`config.mk`:
```
export PLATFORM = sky130hd
export DESIGN_NAME = pool_sched_flat
export DESIGN_NICKNAME = d
export VERILOG_FILES = /design/src/rtl/pool_sched_if.sv /design/src/rtl/pool_sched.sv /design/src/flat_wrapper.sv
export SDC_FILE = /design/constraint.sdc
export NUM_CORES = 1
export LEC_CHECK = 0
export BUFFER_PORTS_ARGS = -buffer_cell sky130_fd_sc_hd__buf_4
export CORE_UTILIZATION = 42
export CTS_CLUSTER_DIAMETER = 80
export DETAILED_ROUTE_END_ITERATION = 8
export GPL_TIMING_DRIVEN = 0
export PLACE_DENSITY = 0.84
export SYNTH_ARGS = -nofsm -noshare
export SYNTH_HDL_FRONTEND = slang
export SYNTH_SLANG_ARGS = --single-unit
```
`constraint.sdc`:
```
create_clock -name i_clk -period 2.24 [get_ports i_clk]
set_clock_uncertainty 0.1 [all_clocks]
set_input_delay 0.112 -clock i_clk [delete_from_list [all_inputs] [get_ports i_clk]]
set_output_delay 0.112 -clock i_clk [all_outputs]
set_load 0.05 [all_outputs]
```
`src/rtl/pool_sched_if.sv`:
```
// Bundle of the instruction, dispatch, arbitration and memory-return signals of pool_sched.
// master is the scheduler side; slave is the front end / processor pool side.
interface pool_sched_if #(
    parameter int NPROC   = 4,
    parameter int INSTR_W = 64,
    parameter int ID_W    = 2
);
    logic               i_instr_valid;
    logic [INSTR_W-1:0] i_instr;
    logic               o_instr_ready;
    logic [INSTR_W-1:0] o_proc_instr;
    logic [NPROC-1:0]   o_proc_en;
    logic [NPROC-1:0]   i_proc_ack;
    logic [NPROC-1:0]   i_proc_busy;
    logic [NPROC-1:0]   i_proc_finish;
    logic [NPROC-1:0]   i_proc_req;
    logic [NPROC-1:0]   o_proc_grant;
    logic               i_mem_valid;
    logic [NPROC-1:0]   o_proc_valid;
    logic [ID_W-1:0]    o_grant_id;
    logic               o_all_idle;
    logic               o_err;

    modport master (
        input  i_instr_valid, i_instr, i_proc_ack, i_proc_busy, i_proc_finish,
               i_proc_req, i_mem_valid,
        output o_instr_ready, o_proc_instr, o_proc_en, o_proc_grant, o_proc_valid,
               o_grant_id, o_all_idle, o_err
    );

    modport slave (
        output i_instr_valid, i_instr, i_proc_ack, i_proc_busy, i_proc_finish,
               i_proc_req, i_mem_valid,
        input  o_instr_ready, o_proc_instr, o_proc_en, o_proc_grant, o_proc_valid,
               o_grant_id, o_all_idle, o_err
    );
endinterface

```
`src/rtl/pool_sched.sv`:
```
// SIMD pool scheduler: dispatches instructions to the lowest free proc and round-robin
// arbitrates shared memory. Define POOL_SCHED_ACK_TMO_EN to enable the dispatch ack timeout.
module pool_sched #(
    parameter int NPROC   = 4,
    parameter int INSTR_W = 64,
    parameter int ID_W    = 2,
    parameter int ACK_TMO = 16
) (
    input  logic        i_clk,
    input  logic        i_rst,
    pool_sched_if.master bus
);

`ifdef POOL_SCHED_ACK_TMO_EN
    localparam bit TMO_EN = 1'b1;
`else
    localparam bit TMO_EN = 1'b0;
`endif
    localparam int TMO_W = $clog2(ACK_TMO) + 1;

    typedef enum logic {S_IDLE, S_ISSUE} state_t;

    state_t             r_state, w_state_nxt;
    logic [INSTR_W-1:0] r_instr;
    logic [NPROC-1:0]   r_en, r_reserved, r_mask, r_grant;
    logic [ID_W-1:0]    r_target, r_grant_id, r_ptr;
    logic               r_err, r_pending;
    logic [TMO_W-1:0]   r_tmo_cnt;

    logic [NPROC-1:0]   w_free;
    logic               w_any_free, w_ack, w_tmo_hit, w_hold;
    logic [ID_W-1:0]    w_low_free, w_pick;
    logic               w_ready, w_load, w_dispatch, w_acked, w_timeout;

    function automatic logic [NPROC-1:0] onehot(input logic [ID_W-1:0] idx);
        logic [NPROC-1:0] v;
        for (int i = 0; i < NPROC; i++) v[i] = (int'(idx) == i);
        return v;
    endfunction

    function automatic logic [ID_W-1:0] lowest(input logic [NPROC-1:0] v);
        logic [ID_W-1:0] res;
        res = '0;
        for (int i = NPROC - 1; i >= 0; i--) if (v[i]) res = ID_W'(i);
        return res;
    endfunction

    // First requester at or after ptr, wrapping around the pool.
    function automatic logic [ID_W-1:0] rr_pick(input logic [NPROC-1:0] req,
                                                input logic [ID_W-1:0] ptr);
        logic            found;
        logic [ID_W-1:0] res;
        int              idx;
        found = 1'b0;
        res   = ptr;
        for (int i = 0; i < NPROC; i++) begin
            idx = (int'(ptr) + i) % NPROC;
            if (!found && req[idx]) begin
                found = 1'b1;
                res   = ID_W'(idx);
            end
        end
        return res;
    endfunction

    assign w_free     = ~bus.i_proc_busy & ~r_reserved & ~r_mask;
    assign w_any_free = |w_free;
    assign w_low_free = lowest(w_free);
    // r_en is one-hot on the target while issuing, so this ignores acks from other procs.
    assign w_ack      = |(bus.i_proc_ack & r_en);
    assign w_tmo_hit  = TMO_EN && (r_state == S_ISSUE) && (r_tmo_cnt == TMO_W'(ACK_TMO - 1));

    always_comb begin
        w_state_nxt = r_state;
        w_ready     = 1'b0;
        w_load      = 1'b0;
        w_dispatch  = 1'b0;
        w_acked     = 1'b0;
        w_timeout   = 1'b0;
        case (r_state)
            S_IDLE: begin
                if (r_pending) begin
                    if (w_any_free) begin
                        w_dispatch  = 1'b1;
                        w_state_nxt = S_ISSUE;
                    end
                end else begin
                    w_ready = w_any_free;
                    if (bus.i_instr_valid && w_any_free) begin
                        w_load      = 1'b1;
                        w_dispatch  = 1'b1;
                        w_state_nxt = S_ISSUE;
                    end
                end
            end
            S_ISSUE: begin
                if (w_ack) begin
                    w_acked     = 1'b1;
                    w_state_nxt = S_IDLE;
                end else if (w_tmo_hit) begin
                    w_timeout   = 1'b1;
                    w_state_nxt = S_IDLE;
                end
            end
            default: w_state_nxt = S_IDLE;
        endcase
    end

    always_ff @(posedge i_clk or posedge i_rst) begin
        if (i_rst) begin
            r_state    <= S_IDLE;
            r_instr    <= '0;
            r_en       <= '0;
            r_target   <= '0;
            r_reserved <= '0;
            r_mask     <= '0;
            r_err      <= 1'b0;
            r_pending  <= 1'b0;
        end else begin
            r_state <= w_state_nxt;
            if (w_load) r_instr <= bus.i_instr;
            if (w_dispatch) begin
                r_en      <= onehot(w_low_free);
                r_target  <= w_low_free;
                r_pending <= 1'b0;
            end else if (w_acked || w_timeout) begin
                r_en <= '0;
            end
            if (w_timeout) begin
                r_mask    <= r_mask | onehot(r_target);
                r_err     <= 1'b1;
                r_pending <= 1'b1;
            end
            // A finish in the same cycle as the ack cannot clear the new reservation.
            r_reserved <= (r_reserved & ~bus.i_proc_finish) | (w_acked ? onehot(r_target) : '0);
        end
    end

    always_ff @(posedge i_clk or posedge i_rst) begin
        if (i_rst) begin
            r_tmo_cnt <= '0;
        end else if (TMO_EN && (r_state == S_ISSUE) && !w_ack && !w_tmo_hit) begin
            r_tmo_cnt <= r_tmo_cnt + 1'b1;
        end else begin
            r_tmo_cnt <= '0;
        end
    end

    assign w_hold = |(r_grant & bus.i_proc_req);
    assign w_pick = rr_pick(bus.i_proc_req, r_ptr);

    // Owner keeps the grant while requesting; handover happens on the same edge it drops.
    always_ff @(posedge i_clk or posedge i_rst) begin
        if (i_rst) begin
            r_grant    <= '0;
            r_grant_id <= '0;
            r_ptr      <= '0;
        end else if (!w_hold) begin
            if (|bus.i_proc_req) begin
                r_grant    <= onehot(w_pick);
                r_grant_id <= w_pick;
                r_ptr      <= ID_W'((int'(w_pick) + 1) % NPROC);
            end else begin
                r_grant <= '0;
            end
        end
    end

    assign bus.o_instr_ready = w_ready;
    assign bus.o_proc_instr  = r_instr;
    assign bus.o_proc_en     = r_en;
    assign bus.o_proc_grant  = r_grant;
    assign bus.o_proc_valid  = {NPROC{bus.i_mem_valid}} & r_grant;
    assign bus.o_grant_id    = r_grant_id;
    assign bus.o_all_idle    = (r_state == S_IDLE) && !(|bus.i_proc_busy) && !(|r_reserved);
    assign bus.o_err         = r_err;

endmodule

```
`src/flat_wrapper.sv`:
```
// flat-port wrapper written by rule: the top's interface ports become plain ports
module pool_sched_flat 
#(
    parameter int NPROC   = 4,
    parameter int INSTR_W = 64,
    parameter int ID_W    = 2,
    parameter int ACK_TMO = 16
)
  (i_clk, i_rst, bus_i_instr_valid, bus_i_instr, bus_i_proc_ack, bus_i_proc_busy, bus_i_proc_finish, bus_i_proc_req, bus_i_mem_valid, bus_o_instr_ready, bus_o_proc_instr, bus_o_proc_en, bus_o_proc_grant, bus_o_proc_valid, bus_o_grant_id, bus_o_all_idle, bus_o_err);
  pool_sched_if #(.NPROC(NPROC), .INSTR_W(INSTR_W), .ID_W(ID_W)) bus_i ();
  input  logic i_clk;
  input  logic i_rst;
  input wire logic [$bits(bus_i.i_instr_valid)-1:0] bus_i_instr_valid;
  input wire logic [$bits(bus_i.i_instr)-1:0] bus_i_instr;
  input wire logic [$bits(bus_i.i_proc_ack)-1:0] bus_i_proc_ack;
  input wire logic [$bits(bus_i.i_proc_busy)-1:0] bus_i_proc_busy;
  input wire logic [$bits(bus_i.i_proc_finish)-1:0] bus_i_proc_finish;
  input wire logic [$bits(bus_i.i_proc_req)-1:0] bus_i_proc_req;
  input wire logic [$bits(bus_i.i_mem_valid)-1:0] bus_i_mem_valid;
  output wire logic [$bits(bus_i.o_instr_ready)-1:0] bus_o_instr_ready;
  output wire logic [$bits(bus_i.o_proc_instr)-1:0] bus_o_proc_instr;
  output wire logic [$bits(bus_i.o_proc_en)-1:0] bus_o_proc_en;
  output wire logic [$bits(bus_i.o_proc_grant)-1:0] bus_o_proc_grant;
  output wire logic [$bits(bus_i.o_proc_valid)-1:0] bus_o_proc_valid;
  output wire logic [$bits(bus_i.o_grant_id)-1:0] bus_o_grant_id;
  output wire logic [$bits(bus_i.o_all_idle)-1:0] bus_o_all_idle;
  output wire logic [$bits(bus_i.o_err)-1:0] bus_o_err;
  assign bus_i.i_instr_valid = bus_i_instr_valid;
  assign bus_i.i_instr = bus_i_instr;
  assign bus_i.i_proc_ack = bus_i_proc_ack;
  assign bus_i.i_proc_busy = bus_i_proc_busy;
  assign bus_i.i_proc_finish = bus_i_proc_finish;
  assign bus_i.i_proc_req = bus_i_proc_req;
  assign bus_i.i_mem_valid = bus_i_mem_valid;
  assign bus_o_instr_ready = bus_i.o_instr_ready;
  assign bus_o_proc_instr = bus_i.o_proc_instr;
  assign bus_o_proc_en = bus_i.o_proc_en;
  assign bus_o_proc_grant = bus_i.o_proc_grant;
  assign bus_o_proc_valid = bus_i.o_proc_valid;
  assign bus_o_grant_id = bus_i.o_grant_id;
  assign bus_o_all_idle = bus_i.o_all_idle;
  assign bus_o_err = bus_i.o_err;
  pool_sched #(.NPROC(NPROC), .INSTR_W(INSTR_W), .ID_W(ID_W), .ACK_TMO(ACK_TMO)) u_core (.i_clk(i_clk), .i_rst(i_rst), .bus(bus_i));
endmodule
```
-- After elaboration in Yosys (flattened, before gate mapping)
Cells that the tools add are included.
- bits in registers: 83
- input bits: 84
- output and inout bits: 81
- logic and storage cells: 96
- add/sub/neg operators: 4
- magnitude comparators: 4
- eq/ne operators: 9
- multiplexer cells: 32
- bitwise gates (word level): 14
- reductions and logical operators: 25
- operators with widths (cell ; count):
    4-bit OR reduction ; 6
    4-bit bitwise AND ; 5
    1-bit two-way mux ; 16
    4-bit two-way mux ; 4
    2-bit two-way mux ; 7
    2-bit equality test (second input constant) ; 6
    3-bit by 4-bit < comparator with 1-bit output (second input constant) ; 3
    4-bit NOT ; 3
    1-bit binary-select mux with 2-bit select ; 4
    2-bit by 1-bit equality test with 1-bit output (second input constant) ; 3
    1-bit logical AND ; 6
    2-bit logical NOT ; 3
    2-bit OR reduction ; 3
    1-bit logical NOT ; 5
    2-bit by 1-bit adder with 2-bit output (second input constant) ; 2
    2-bit adder (second input constant) ; 2
    4-bit OR ; 1
    1-bit bitwise AND (first input constant) ; 3
    2-bit by 3-bit < comparator with 1-bit output (second input constant) ; 1
    1-bit NOT ; 2
    1-bit case mux with 2 select lines ; 1
    2-bit AND reduction ; 1
    2-bit nonzero test ; 1

-- Logic depth before layout (Yosys ltp)
Gate-level depths: netlist of the first run.
- depth after elaboration: 16
- mapped depth: 6
- mapped depth without buffers: 6

-- Worst setup path after synthesis of the first run
Ideal clock, no wire load.
- path kind: register to output
- start point: reg u_core.r_reserved[2]
- end point: out bus_o_instr_ready
- data arrival time: 1.620 ns
- required time: 2.028 ns
- path slack: 0.408 ns
- cell stages (with the launch flop): 4
- buffers on the path: 0
- cell sequence: dfrtp_1 -> nor2_1 -> nor2_1 -> a21oi_1
- word-level cells in the longest chain between the ends: 4
- RTL lines (what ; RTL line ; source):
    start, declared ; pool_sched.sv:25 ; logic [NPROC-1:0] r_en, r_reserved, r_mask, r_grant;
    start signal, assigned ; pool_sched.sv:135 ; r_reserved <= (r_reserved & ~bus.i_proc_finish) | (w_acked ? onehot(r_target) : '0);
    4-bit NOT ; pool_sched.sv:66 ; assign w_free = ~bus.i_proc_busy & ~r_reserved & ~r_mask;
    4-bit bitwise AND ; pool_sched.sv:66 ;
    4-bit OR reduction ; pool_sched.sv:67 ; assign w_any_free = |w_free;
    1-bit two-way mux ; pool_sched.sv:80 ; case (r_state)
    end, declared ; flat_wrapper.sv:20 ; output wire logic [$bits(bus_i.o_instr_ready)-1:0] bus_o_instr_ready;
No other way between the ends.

-- Worst setup path in the final report of the first run
- start point: reg u_core.r_reserved[2]
- end point: reg u_core.r_instr[48], in the netlist u_core.bus.o_proc_instr[48]
- word-level cells in the longest chain between the ends: 6
- RTL lines (what ; RTL line ; source):
    4-bit NOT ; pool_sched.sv:66 ;
    4-bit bitwise AND ; pool_sched.sv:66 ;
    4-bit OR reduction ; pool_sched.sv:67 ;
    1-bit logical AND ; pool_sched.sv:89 ; if (bus.i_instr_valid && w_any_free) begin
    1-bit two-way mux ; pool_sched.sv:89 ;
    1-bit two-way mux ; -- ;
    end signal, assigned ; pool_sched.sv:121 ; if (w_load) r_instr <= bus.i_instr;
    end, declared ; pool_sched.sv:24 ; logic [INSTR_W-1:0] r_instr;
No other way between the ends.
A chain may end at the register's enable or synchronous reset.

==> results.ini, run 1 <==
[grt]
antenna_found_initial=0
grt_max_degree=41
grt_pass1_wl_mm=18.43
grt.overflow.total=0
grt_util_all_layers_pct=28.18
grt_pass1_vias=3853

[cells_and_area]
seq_area_um2=2077
area_delta_synth_final_pct=67.76
antenna_cells=0
fillCellCount=507
num-nets-final=714
layout-drive-gt1-share_pct=30.48
instances_no_fill=732
multiInputGateArea_um2=1235

[detailed_routing]
drtIter0Drc=163
wl_mm=11.78
drc=0
vias_per_cell=5.040
first_pass_iters=5
ant_nets=0
routedWlPerCell_um=16.10
vias=3689

[clock_network]
numCtsBuffers=9
cts_max_level=3
cts_tree=done
cts_root_buf=clkbuf_8
clock_latency_ns=0.34
clkTransAtPathRegs_ns=0.08
cts.sinks=83
post_cts_resized=0
cts_buffer_depth=2

[logic_synthesis]
synth_adder_area_share_pct=1.452
yosysWarnings=0
synth-xor-area-share_pct=0
ys_seq_area_share_pct=60.28
synth_compound_area_share_pct=7.480
avgSynthCellArea_um2=9.140
ys_ff_latch=83
synthSimpleGateAreaFrac_pct=25.93
yosys.area.top_type=dfrtp_1
synthTopCellsByArea=dfrtp_1 60%, nand2_1 22%, a22o_1 1.5%
synth_cell_types=33
synth_area_um2=3446
syn_nets=465
synth_top_area_share_pct=60.28
synth_mux_area_share_pct=0.8715
synthCells=377
synth_top_family_by_area=simple AND/OR/NAND/NOR gates

[timing]
slew_viol_final=0
rsz0062_at_grt=false
max_freq_ghz=0.4923
worst_slew_pin_slew_ns=0.5790
fin_crit_ns=2.031
hold_viol=0
fin_tns_setup_ns=0
slew_headroom_pct=60.99
setup_violations=0
fin_crit_sh_pct=90.69
whs_ns=0.02046

[die]
die_w_um=92.58
die_area_um2=8570
initial_core_util_pct=43.91
core_um2=7848
ios=165
fp-row-count=32
die_h_um=92.58

[placement]
hpwl_mm=6.758
numPortBuffers=163
place.gp.congestion=0.7786
place_inst=644

[pwr]
totalPowerFinal_mw=9.021
ir_worst_vdd_v=0.001085
p_per_area_nw_per_um2=1561
cellLeakagePower_nw=3.094

[job]
drv_cap=0

[setup_path]
critPathTopFamily=simple AND/OR/NAND/NOR gates
crit_path_end_kind=flop
critPathLaunchType=flop
path_cells=nor2_1, o311a_1, clkbuf_1, nand2_1, nand2_1
critPathKind=reg2reg
crit_top_cell=nand2_1
slowest_delay_ns=0.44
cp.required_ns=2.41
critPathBufInv=1
worst_ep_arrival_time_ns=2.20
crit_slowest_cell=nor2_1
cp_max_fo=10

[hold_path]
hold_path_class=in2reg

[status]
status=completed

metal layers:
layer	track usage, %	wire length, um
met2	52.47	6295
met3	4.926	736
met5	0	0
met4	12.24	397
met1	31.22	4355
flip-flops by register name (all words and copies together) (netlist names):
register                 flops
u_core.r_target              2
u_core.bus.o_proc_grant      4
u_core.bus.o_proc_en         4
u_core.r_reserved            4
u_core.bus.o_proc_instr     64
u_core.r_ptr                 2
u_core.r_state               1
u_core.bus.o_grant_id        2
cells in the mapped netlist:
cell,instances
o311ai_4,1
o221a_2,1
nand4_1,1
o31ai_1,1
and2_1,4
nand3_1,2
or3_1,1
a21o_1,1
clkbuf_1,7
a21oi_1,5
nor2b_1,2
nand3b_1,1
o32ai_1,1
nand2_1,200
and3_4,1
buf_2,2
inv_1,11
conb_1,1
a32o_1,2
a22oi_1,4
ha_1,4
nor2_1,10
buf_4,6
nor4b_1,1
or4_1,1
buf_6,1
o21ai_0,8
dfrtp_1,83
nor3_1,2
o22ai_1,3
o311a_1,1
a22o_1,6
mux2_4,2
what timing repair did:
item / 4_1_cts / 5_1_grt
buffers inserted: 0 / 0
hold buffers: 73 / 0
hold endpoints to repair: 155 / 0
kinds of logic after synthesis:
kind of cell,Yosys count
flops,83
buf+inv,27
compound gates,34
fa+ha+maj,4
other cells,1
mux,2
simple gates,226
layout make-up:
cell class                      count  share of cell area (%)
Clock inverter                      2                   1.039
Timing Repair Buffer              238                   34.50
Sequential cell                    83                   35.93
Clock buffer                       13                   2.576
Tap cell                          102                   2.208
Multi-Input combinational cell    267                   21.36
Inverter                           11                  0.7792
Buffer                             16                   1.602
report_power, final:
group	internal (mW)	switching (mW)
clock	0.655	0.504
sequential	2.19	0.505
combinational	1.55	3.61
total	4.40	4.62
path summary, 6_finish.rpt:
kind | from | endpoint | slack (ns) | cells after the start
min reg2reg | u_core.bus.o_proc_instr[18] | u_core.bus.o_proc_instr[18] | 0.38 | 2
max reg2reg | u_core.r_reserved[2] | u_core.bus.o_proc_instr[48] | 0.21 | 5
max | u_core.r_reserved[2] | u_core.bus.o_proc_instr[48] | 0.21 | 5
max in group asynchronous | i_rst | u_core.bus.o_proc_instr[12] | 1.46 | 4
min in group asynchronous | i_rst | u_core.bus.o_proc_instr[48] | 0.14 | 3
min | bus_i_proc_ack[2] | u_core.r_state | 0.02 | 4
layout by cell type (no fill, tap or decap), types with 5 or more instances in the layout:
cell type,netlist,layout
nand2_1,200,200
buf_4,6,169
dfrtp_1,83,83
dlygate4sd3_1,0,73
nor2_1,10,10
inv_1,11,10
clkbuf_1,7,10
clkbuf_8,0,10
o21ai_0,8,8
a22o_1,6,6
a21oi_1,5,5
worst min-delay path: cells and delay by family:
kind	cells	cell delay, ns
AND/OR/NAND/NOR	2	0.14
AO/OA/AOI/OAI	1	0.09
buffers and inverters	1	0.08
metrics by stage:
stage	util, %	setup WS [ns]	cell area, um2
final	73.66	0.2087	5781
after floorplan	-	0.4085	3450
after global routing	73.66	0.06163	5781
after global placement	61.18	0.3793	4801
after CTS	73.66	0.2969	5781
after detailed placement	61.69	0.3230	4841
Note: power is estimated with default switching activity, not from simulation.
==> run 2: changes to the inputs <==
Settings changed: ABC_AREA from default to 1, CORE_UTILIZATION 42 to 43.
==> results.ini, run 2 <==
[status]
status=completed

[timing]
worst_slew_pin_slew_ns=0.8727
setup_violations=0
slew_viol_final=0
fin_tns_setup_ns=0
fin_crit_ns=2.022
hold_viol=0
slew_headroom_pct=41.70
max_freq_ghz=0.4946
rsz0062_at_grt=false
fin_crit_sh_pct=90.25

[cells_and_area]
fillCellCount=604
area_delta_synth_final_pct=62.05
num-nets-final=789
antenna_cells=0
largest_reg_flops=64
layout-drive-gt1-share_pct=29.89
final_common_cell=nand2_1
final_cell_mix=249 x nand2_1, 165 x buf_4, 83 x dfrtp_1, 69 x dlygate4sd3_1, 31 x inv_1

[clock_network]
cts_max_level=3
cts.sinks=83
numCtsBuffers=9
cts_root_buf=clkbuf_8
cts_buffer_depth=2
clock_latency_ns=0.34
cts_tree=done
clkTransAtPathRegs_ns=0.09

[logic_synthesis]
synth_adder_area_share_pct=1.356
synth.most_common_cell=nand2_1
synth_mux_area_share_pct=0
netlist_top_cells_count=249 x nand2_1, 83 x dfrtp_1, 32 x inv_1
yosysWarnings=0
synth_compound_area_share_pct=3.934
synthTopCellsByArea=dfrtp_1 56%, nand2_1 25%, inv_1 3.3%
ys_ff_latch=83
synthFlopType=dfrtp_1
synthSimpleGateAreaFrac_pct=31.88
async_flop_share_pct=100.0
synth_top_area_share_pct=56.29
syn_nets=545
ys_seq_area_share_pct=56.29
synth_top_family_by_area=simple AND/OR/NAND/NOR gates
synth_edf_count=0
avgSynthCellArea_um2=8.074
yosys.area.top_type=dfrtp_1
synth_cell_types=28
synthCells=457
synth-xor-area-share_pct=0
synth_area_um2=3690

[hold_path]
hold_path_class=in2reg

[setup_path]
critPathKind=reg2reg
cp.required_ns=2.36
critPathLaunchType=flop
cp_max_fo=10
worst_ep_arrival_time_ns=2.14
crit_path_end_kind=flop

[job]
drv_cap=0

[pwr]
cellLeakagePower_nw=3.302
ir_worst_vdd_v=0.0009244
totalPowerFinal_mw=9.558
p_per_area_nw_per_um2=1598

[die]
die_w_um=94.64
die_h_um=94.64
die_area_um2=8956
ios=165
fp-row-count=33
initial_core_util_pct=44.68
core_um2=8258

[placement]
numPortBuffers=163
hpwl_mm=7.407
place.gp.congestion=0.8708

[grt]
grt.overflow.total=0
antenna_found_initial=0
grt_util_all_layers_pct=26.24
grt_pass1_wl_mm=18.11
grt_pass1_vias=4093
grt_max_degree=45

[detailed_routing]
first_pass_iters=4
wl_mm=11.18
dr_wl_met3_um=618
drc=0
ant_nets=0
drt-met1-wl_mm=4.260
vias=3869
highest_layer=met4
route.met2.wl_mm=5.948
drtIter0Drc=143
routedWlPerCell_um=13.79
vias_per_cell=4.771

## run 2: changes by cell type in the layout (fill, tap and decap cells not counted), moves of 5 or more
cell / delta
nand2_1: +49
inv_1: +21
nand3_1: +15
nand2_2: +8
clkbuf_1: -6
buf_2: +5
## run 2: layer usage
| layer | vias to the layer above | GRT usage [%] |
|---|---|---|
| met4 | 0 | 11.62 |
| met5 | - | 0 |
| met2 | 144 | 50.00 |
| li1 | 1877 | - |
| met3 | 27 | 5.878 |
| met1 | 1821 | 27.10 |
## run 2: cell families after synthesis
group	count (synthesis)
buf+inv	53
other cells	1
compound gates	24
flops	83
fa+ha+maj	4
simple gates	292
## run 2: worst paths after layout
check / start / end / slack [ns] / depth (start not counted)
max: u_core.r_ptr[0] / u_core.bus.o_proc_grant[2] / 0.22 / 15
min: bus_i_proc_ack[1] / u_core.r_state / 0.07 / 5
max reg2reg: u_core.r_ptr[0] / u_core.bus.o_proc_grant[2] / 0.22 / 15
min reg2reg: u_core.bus.o_proc_instr[40] / u_core.bus.o_proc_instr[40] / 0.38 / 2
max in group asynchronous: i_rst / u_core.bus.o_proc_instr[24] / 0.93 / 4
min in group asynchronous: i_rst / u_core.bus.o_proc_instr[58] / 0.42 / 3
## run 2: power breakdown
group	internal, mW	total, mW	switching (mW)
Clock	0.581	1.14	0.557
Sequential	2.20	2.65	0.452
Combinational	1.73	5.77	4.04
Total	4.51	9.56	5.05
## run 2: through the flow
stage               instances  setup slack [ns]  hold slack, ns  instance area, um2  util (%)
floorplan                 457            0.4271          0.1084                3700         -
global placement          725            0.2913          0.1920                5055     61.21
detailed placement        726            0.2264          0.2096                5075     61.45
CTS                       811            0.2172         0.05633                5977     72.38
global route              811         0.0009355         0.09983                5979     72.41
finish                    811            0.2183         0.06522                5979     72.41
## run 2: area by class of cell
cell class	count	area, um2	area share (%)
timing repair buffer	233	1934	32.35
buffer	18	106.4	1.779
clock buffer	11	151.4	2.532
sequential	83	2077	34.74
multi-input combinational	321	1381	23.10
tap	105	131.4	2.197
clock inverter	5	60.06	1.004
inverter	35	137.6	2.302
## run 2: what timing repair did
item                       4_1_cts  5_1_grt
setup endpoints to repair        0        1
resized for setup                0        1
hold endpoints to repair       107        0
setup buffers                    0        0
hold buffers                    69        0
## run 2: worst max-delay path, stage by stage, from the launching register on
cell and delay [ns]:
dfrtp_1 0.47, inv_2 0.07, buf_6 0.14, nand2_1 0.07
nand2_2 0.06, nand2_1 0.06, nand2_1 0.10, nor2_4 0.10
nand2_1 0.08, nand2_1 0.06, nand2_1 0.07, nand2_2 0.09
inv_1 0.07, ha_1 0.21, nand2_1 0.07, o21ai_0 0.09
